--- src/rtl/player_pkg.sv ---
// player_pkg: shared definitions for the music-player timing path.
// Holds the controller state encoding, the Timer BCD digit width and the default system clock rate.
package player_pkg;

  localparam int BCD_W          = 6;
  localparam int DEFAULT_CLK_HZ = 50_000_000;

  typedef enum logic [2:0] {
    ST_IDLE  = 3'd0,
    ST_PLAY  = 3'd1,
    ST_PAUSE = 3'd2,
    ST_FFWD  = 3'd3,
    ST_END   = 3'd4
  } player_state_e;

  // The Timer only advances, and the end of the track is only looked for, in these two states.
  function automatic logic is_running(input player_state_e s);
    return (s == ST_PLAY) || (s == ST_FFWD);
  endfunction

endpackage

--- src/rtl/tick_divider.sv ---
// tick_divider: counts enabled clock cycles and emits a one-cycle tick once every CLK_HZ of them.
// The count holds while en is low, so a paused period resumes where it left off.
// clr zeroes the count and drops any tick that would otherwise come out of this edge.
// tick_due tells the parent, ahead of the edge, that tick is about to rise.
module tick_divider
  import player_pkg::*;
#(
  parameter int CLK_HZ = DEFAULT_CLK_HZ,
  parameter int DIV_W  = 26
) (
  input  logic clk,
  input  logic reset,
  input  logic en,
  input  logic clr,
  output logic tick,
  output logic tick_due
);

  localparam logic [DIV_W-1:0] LAST = DIV_W'(CLK_HZ - 1);

  logic [DIV_W-1:0] div_cnt;

  assign tick_due = en && !clr && (div_cnt == LAST);

  // Advance the period counter on enabled cycles and register the wrap as the tick
  always_ff @(posedge clk or negedge reset) begin
    if (!reset) begin
      div_cnt <= '0;
      tick    <= 1'b0;
    end else if (clr) begin
      div_cnt <= '0;
      tick    <= 1'b0;
    end else if (en) begin
      if (div_cnt == LAST) begin
        div_cnt <= '0;
      end else begin
        div_cnt <= div_cnt + DIV_W'(1);
      end
      tick <= tick_due;
    end else begin
      tick <= 1'b0;
    end
  end

endmodule

--- src/rtl/playback_timer_ctrl.sv ---
// playback_timer_ctrl: play/pause/stop/fast-forward sequencer for the elapsed-time Timer.
// Generates the one-second count strobe, drives the Timer's reset, count and adder inputs,
// and compares the Timer readback against the track length to detect the end of the track.
module playback_timer_ctrl
  import player_pkg::*;
#(
  parameter int CLK_HZ  = DEFAULT_CLK_HZ,
  parameter int FF_STEP = 5,
  parameter int DIV_W   = 26
) (
  input  logic             clk,
  input  logic             reset,
  input  logic             play_pause,
  input  logic             stop,
  input  logic             ffwd,
  input  logic [BCD_W-1:0] len_m0,
  input  logic [BCD_W-1:0] len_s1,
  input  logic [BCD_W-1:0] len_s0,
  input  logic [BCD_W-1:0] cur_m0,
  input  logic [BCD_W-1:0] cur_s1,
  input  logic [BCD_W-1:0] cur_s0,
  output logic             tmr_clk,
  output logic             tmr_reset,
  output logic             tmr_count,
  output logic [BCD_W-1:0] tmr_adder,
  output logic [2:0]       state,
  output logic             track_done
);

  localparam logic [BCD_W-1:0] ADDER_PLAY = BCD_W'(1);
  localparam logic [BCD_W-1:0] ADDER_FF   = BCD_W'(FF_STEP);

  player_state_e state_q;
  logic          running;
  logic          reached;
  logic          go_end;
  logic          ff_next;
  logic          div_clr;
  logic          tick_due;

  // Digits are valid BCD of equal width, so the concatenations compare as time magnitudes.
  assign running = is_running(state_q);
  assign reached = running && ({cur_m0, cur_s1, cur_s0} >= {len_m0, len_s1, len_s0});
  assign go_end  = reached && !stop && !play_pause;
  assign ff_next = running && ffwd && !stop && !play_pause && !reached;
  assign div_clr = stop || go_end || (state_q == ST_IDLE) || (state_q == ST_END);
  assign state   = state_q;

  tick_divider #(
    .CLK_HZ (CLK_HZ),
    .DIV_W  (DIV_W)
  ) u_tick_divider (
    .clk      (clk),
    .reset    (reset),
    .en       (running),
    .clr      (div_clr),
    .tick     (tmr_clk),
    .tick_due (tick_due)
  );

  // Transport FSM: stop beats play_pause, which beats end detection, which beats ffwd
  always_ff @(posedge clk or negedge reset) begin
    if (!reset) begin
      state_q    <= ST_IDLE;
      tmr_reset  <= 1'b1;
      tmr_count  <= 1'b0;
      tmr_adder  <= ADDER_PLAY;
      track_done <= 1'b0;
    end else begin
      tmr_reset  <= 1'b0;
      track_done <= 1'b0;
      if (!tick_due) begin
        tmr_adder <= ff_next ? ADDER_FF : ADDER_PLAY;
      end
      if (stop) begin
        state_q   <= ST_IDLE;
        tmr_reset <= 1'b1;
        tmr_count <= 1'b0;
      end else if (play_pause) begin
        case (state_q)
          ST_IDLE, ST_PAUSE: begin
            state_q   <= ST_PLAY;
            tmr_count <= 1'b1;
          end
          ST_PLAY, ST_FFWD: begin
            state_q   <= ST_PAUSE;
            tmr_count <= 1'b0;
          end
          ST_END: begin
            state_q   <= ST_PLAY;
            tmr_reset <= 1'b1;
            tmr_count <= 1'b1;
          end
          default: begin
            state_q   <= ST_IDLE;
            tmr_count <= 1'b0;
          end
        endcase
      end else if (reached) begin
        state_q    <= ST_END;
        track_done <= 1'b1;
        tmr_count  <= 1'b0;
      end else if ((state_q == ST_PLAY) && ffwd) begin
        state_q <= ST_FFWD;
      end else if ((state_q == ST_FFWD) && !ffwd) begin
        state_q <= ST_PLAY;
      end
    end
  end

endmodule

--- config.mk ---
export PLATFORM = sky130hd
export DESIGN_NAME = playback_timer_ctrl
export DESIGN_NICKNAME = d
export VERILOG_FILES = /design/src/rtl/player_pkg.sv /design/src/rtl/tick_divider.sv /design/src/rtl/playback_timer_ctrl.sv
export SDC_FILE = /design/constraint.sdc
export NUM_CORES = 1
export LEC_CHECK = 0
export CORE_ASPECT_RATIO = 1.5
export CORE_MARGIN = 8
export CORE_UTILIZATION = 39
export DETAILED_ROUTE_END_ITERATION = 6
export PLACE_DENSITY = 0.66
export SLEW_MARGIN = 5
export SYNTH_ARGS = -nofsm -noshare
export SYNTH_HDL_FRONTEND = slang
export SYNTH_SLANG_ARGS = --single-unit
--- constraint.sdc ---
create_clock -name clk -period 2 [get_ports clk]
set_clock_uncertainty 0.1 [all_clocks]
set_input_delay 0.4 -clock clk [delete_from_list [all_inputs] [get_ports clk]]
set_output_delay 0.4 -clock clk [all_outputs]
set_load 0.01 [all_outputs]
# --- Word level (Yosys, flattened, before mapping) ---
# Index checks and enable logic that the tools add are counted.
classes:
  n_addsub: 1
  mul: 0
  div_mod_pow: 0
  magnitude_cmp: 1
  n_eq_ne: 5
  shifts: 0
  muxes: 22
  bitwise: 0
  reduce_logical: 26
op_table:
  columns: ["op", "n"]
  rows:
  - ["two-way mux 26 bit", 3]
  - ["adder 26 x 1 -> 26 bit, second input constant", 1]
  - ["equality test 26 bit, second input constant", 1]
  - ["greater-or-equal comparator 18 bit", 1]
  - ["two-way mux 3 bit", 6]
  - ["two-way mux 1 bit", 12]
  - ["logical AND 1 bit", 11]
  - ["equality test 3 x 2 -> 1 bit, second input constant", 2]
  - ["zero test 1 bit", 5]
  - ["nonzero test 5 bit", 1]
  - ["logical OR 1 bit", 4]
  - ["case mux 2 bit (2 select lines)", 1]
  - ["equality test 3 x 1 -> 1 bit, second input constant", 1]
  - ["equality test 3 bit, second input constant", 1]
  - ["zero test 3 bit", 1]
  - ["nonzero test 3 bit", 1]
  - ["OR reduction 3 bit", 1]
  - ["nonzero test 2 bit", 1]
  - ["OR reduction 2 bit", 1]
totals:
  ff_bits: 39
  latchBits: 0
  ram_bits: 0
  romBits: 0
  out_inout_bits: 13
  memories: 0

# --- Logic depth before layout (Yosys ltp) ---
logic_depth:
  ltp_word: 13
  depth_mapped: 10
  ltp_nobuf: 9

# --- Hierarchy ---
# From an unflattened synthesis, not the netlist that was laid out.
hier_totals:
  cells_unflattened: 286
  hier_area_um2: 2524.9
modules_own_cells:
  columns: ["module", "n_inst", "cells_per_inst", "area_each_um2"]
  rows:
  - ["tick_divider", 1, 187, 1691.6]
  - ["playback_timer_ctrl", 1, 99, 833.3]

# --- Worst setup path before layout ---
# No wires, ideal clock.
synth_path:
  kind: "input to register"
  from: "input len_s0[3]"
  to: "register u_tick_divider.div_cnt[11]"
  arrival_time_ps: 2179
  setup_slack_ps: -365
  path_stages: 9
  cell_sequence: "inv_1 > ha_1 > a21o_1 > a211o_1 > o211ai_2 > a31oi_4 > buf_2 > or3_1 > o211ai_1"
synth_between:
  elab_chain_len: 8
  elab_cells_between_ends: 9
  cone_classes: "order compare: 1; mux: 1; reduce/logical: 7"
synth_rtl:
  columns: ["element", "line_no", "source"]
  rows:
  - ["start: declaration", "playback_timer_ctrl.sv:18", "input logic [BCD_W-1:0] len_s0,"]
  - ["greater-or-equal comparator 18 bit *", "playback_timer_ctrl.sv:43", "assign reached = running && ({cur_m0, cur_s1, cur_s0} >= {len_m0, len_s1, len_s0});"]
  - ["logical AND 1 bit *", "playback_timer_ctrl.sv:43", null]
  - ["logical AND 1 bit * (2 in series)", "playback_timer_ctrl.sv:44", "assign go_end = reached && !stop && !play_pause;"]
  - ["logical OR 1 bit * (3 in series)", "playback_timer_ctrl.sv:46", "assign div_clr = stop || go_end || (state_q == ST_IDLE) || (state_q == ST_END);"]
  - ["two-way mux 26 bit or nonzero test 2 bit (tied branches)", null, null]
  - ["end signal: assignment", "tick_divider.sv:37", "div_cnt <= div_cnt + DIV_W'(1);"]
  - ["end: declaration", "tick_divider.sv:21", "logic [DIV_W-1:0] div_cnt;"]
# Mark *: on every way between the ends. The rest lies on a longest branch, timed or not.
# A chain may end at the register's enable or synchronous reset.

# --- Final worst setup path ---
layout_path:
  from: "input len_m0[5]"
  to: "register u_tick_divider.div_cnt[14]"
layout_between:
  elab_chain_len: 8
  elab_cells_between_ends: 9
  cone_classes: "order compare: 1; mux: 1; reduce/logical: 7"
layout_rtl:
  columns: ["element", "line_no", "source"]
  rows:
  - ["start: declaration", "playback_timer_ctrl.sv:16", "input logic [BCD_W-1:0] len_m0,"]
  - ["greater-or-equal comparator 18 bit *", "playback_timer_ctrl.sv:43", null]
  - ["logical AND 1 bit *", "playback_timer_ctrl.sv:43", null]
  - ["logical AND 1 bit * (2 in series)", "playback_timer_ctrl.sv:44", null]
  - ["logical OR 1 bit * (3 in series)", "playback_timer_ctrl.sv:46", null]
  - ["two-way mux 26 bit or nonzero test 2 bit (tied branches)", null, null]
# Marks and branches as above.

==> metrics.txt <==
run status finished, violations left; failing checks setup timing; Area Overhead vs Synth 72.5%; fin. max-slew vios 0; placed cell area ~3400 µm²; area of the core a little over 6000 µm²; FF+latch count, synth 34; initial DRC count 183; Sw Share approximately a quarter; net switching power between 500 and 600 µW; FF-to-FF End u_tick_divider.div_cnt[22]; CP required around 2.1 ns; largest net degree at the start of global routing 35; fill count ~460; cell mode on critical path buf_6; max cap viols 0; Tcrit/Tclk final 117%; die height approximately 110 µm; Clk pwr share about two fifths; post-synthesis sequential area ratio roughly a third; share of cells above drive strength 1 49.6%; CTS Hold Bufs 0; Crit path max-delay family buffers and inverters; ys async rst share 100%; WP buf/inv 6; Hold Path Class primary input to asynchronous set/reset pin; Final TNS setup -6.44 ns; Tot GR Track Use between 10% and 20%; worst hold margin between 0.4 and 0.5 ns; critical path arrival 2.42 ns; DPL Wire Length approximately 5300 µm; Slew headroom 66.0%; slew of the pin with the lowest slew margin about 0.51 ns; drt drc 0; worst setup path start len_m0[5]; initial core utilization around 40%; vias in the first global route a little under 3000; Final Net Count 450; Final WS setup -0.333 ns; logic gate share of total power between 20% and 30%; total grt overflow 0; Mapped Area around 2500 µm²; count of final setup violators 27; CTS tree done; Int Pwr around 1.5 mW; CP peak stage delay between 0.2 and 0.3 ns; main flop type after synthesis dfrtp_1; IO Pins 54; RSZ-0062 raised after global routing true; reg2reg path depth 10; R2R Setup Slk -0.19 ns; Mean Syn Cell Area 8.89 µm²; Worst setup EP type flip-flop; global-route wire length before repair around 14000 µm; WL/cell about 18 µm; commonest cells after routing, fill and taps aside buf_4, dfrtp_1, nand2_1; GP Congestion 0.796; critical path type primary input to flip-flop; die area 9250 µm²; Yosys Warn Count 0; Via density 5.66; cell with the largest stage delay on the worst path a221o_1; Post-DRT Antenna Nets 0; TritonCTS buffer count 5; worst reg2reg startpoint u_tick_divider.div_cnt[0]; most common cell after layout, fill and taps aside buf_4; initial antenna violation count 0; fmax 429 MHz; antenna diode count 0; Synth Instances 280; Setup crit start kind primary input; final instance area about 4300 µm²; Pwr Density 477 nW/µm²; Tmin final between 2 and 2.5 ns; largest fanout on the critical path 8; final WL a little over 8000 µm; VDD IR max about 0.36 mV; chip width ~80 µm; root buf cell clkbuf_8; row count 35; crit-path cells buf_6 -> inv_4 -> ha_4 -> nand4_1 -> buf_4 -> nor3_4 -> nor2_4 -> a31oi_4 -> buf_6 -> buf_6 -> buf_12 -> nor2_4 -> a221o_1; input/output buffers 48; Sink Count 34; CTS clk-pin slew, worst paths roughly 0.07 ns; P_leak approximately 1.9 nW; Clk Latency, worst-skew pair ~0.3 ns; sequential share of power about a third; via count 2633; Cell variety after synth 48; Max clock buf depth 2; Pre-antenna DRT Iters 4; Post-synth EDFFs 0; CTS HTree Levels 2; Final Hold Violating Endpoints 0
==> per-layer routing <==
layer  global-route usage, %  up-vias  wire length (µm)
met5                       0        -                 0
met4                    9.94        0               358
met3                    4.96       34               584
met2                    34.3      124              4430
met1                    18.2     1231              2810
li1                        -     1244                 -
==> layout make-up <==
cell class | instances | area [µm²] | area share, %
multi-input combinational | 215 | 2000 | 46.5
timing repair buffer | 115 | 1120 | 26.1
sequential | 34 | 852 | 19.8
tap | 74 | 92.6 | 2.16
inverter | 19 | 88.8 | 2.07
clock buffer | 6 | 82.6 | 1.92
clock inverter | 2 | 60.1 | 1.40
==> worst max path at each step <==
stage	endpoint	slack [ns]	cells after the start
final	u_tick_divider.div_cnt[14]	-0.33	13
after global routing	u_tick_divider.div_cnt[14]	-0.42	13
after CTS	u_tick_divider.div_cnt[13]	-0.30	10
after detailed placement	tmr_adder[2]	-0.89	10
after global placement	tmr_adder[2]	-0.83	10
after floorplan	u_tick_divider.div_cnt[5]	-0.11	9
==> state kept, by name (all words and copies together), names as in the netlist <==
| name | cells |
|---|---|
| tmr_reset | 1 |
| tmr_adder | 1 |
| state | 3 |
| tmr_count | 1 |
| track_done | 1 |
| u_tick_divider.tick | 1 |
| u_tick_divider.div_cnt | 26 |
==> Yosys cell counts, drive strengths merged (6+ instances only) <==
cell / number / area [µm²]
nor4: 8 / 50.1
ha: 19 / 238
dfrtp: 33 / 826
a21oi: 10 / 50.1
o21ai: 6 / 30.0
and2: 9 / 56.3
nand4: 7 / 50.1
o31ai: 9 / 67.6
nand3: 11 / 55.1
inv: 19 / 71.3
nor3: 11 / 70.1
buf: 12 / 100
or2: 10 / 62.6
a211oi: 9 / 67.6
a21o: 9 / 67.6
nand2: 24 / 90.1
nor2: 16 / 67.6
==> power by group through the flow <==
stage	registers [mW]	clock network, mW	logic [mW]
after CTS	0.701	0.807	0.505
final	0.701	0.810	0.538
after floorplan	0.719	0	0.171
after global routing	0.701	0.842	0.581
after global placement	0.714	0	0.351
after detailed placement	0.714	0	0.358
==> repair_timing <==
item	CTS	global route
cloned	6	0
endpoints found under the setup margin	33	32
setup buffers	12	5
pin swaps	57	19
resized for setup	162	33
==> cell families after synthesis <==
group,count (synthesis),share of synthesized area (%)
AND/OR/NAND/NOR,124,28.1
AO/OA/AOI/OAI,63,19.0
buffers and inverters,35,7.49
flip-flops,34,34.2
adder cells (fa/ha/maj),19,9.55
multiplexers,3,1.31
other,2,0.302
==> through the flow <==
| stage | worst slack [ns] | std cells | util, % | power [mW] |
|---|---|---|---|---|
| floorplan | -0.112 | 283 | - | 0.891 |
| global placement | -0.834 | 436 | 55.8 | 1.06 |
| detailed placement | -0.893 | 436 | 55.8 | 1.07 |
| CTS | -0.297 | 460 | 67.3 | 2.01 |
| global route | -0.420 | 465 | 69.5 | 2.12 |
| finish | -0.333 | 465 | 69.5 | 2.05 |
(Power assumes the default switching activity.)
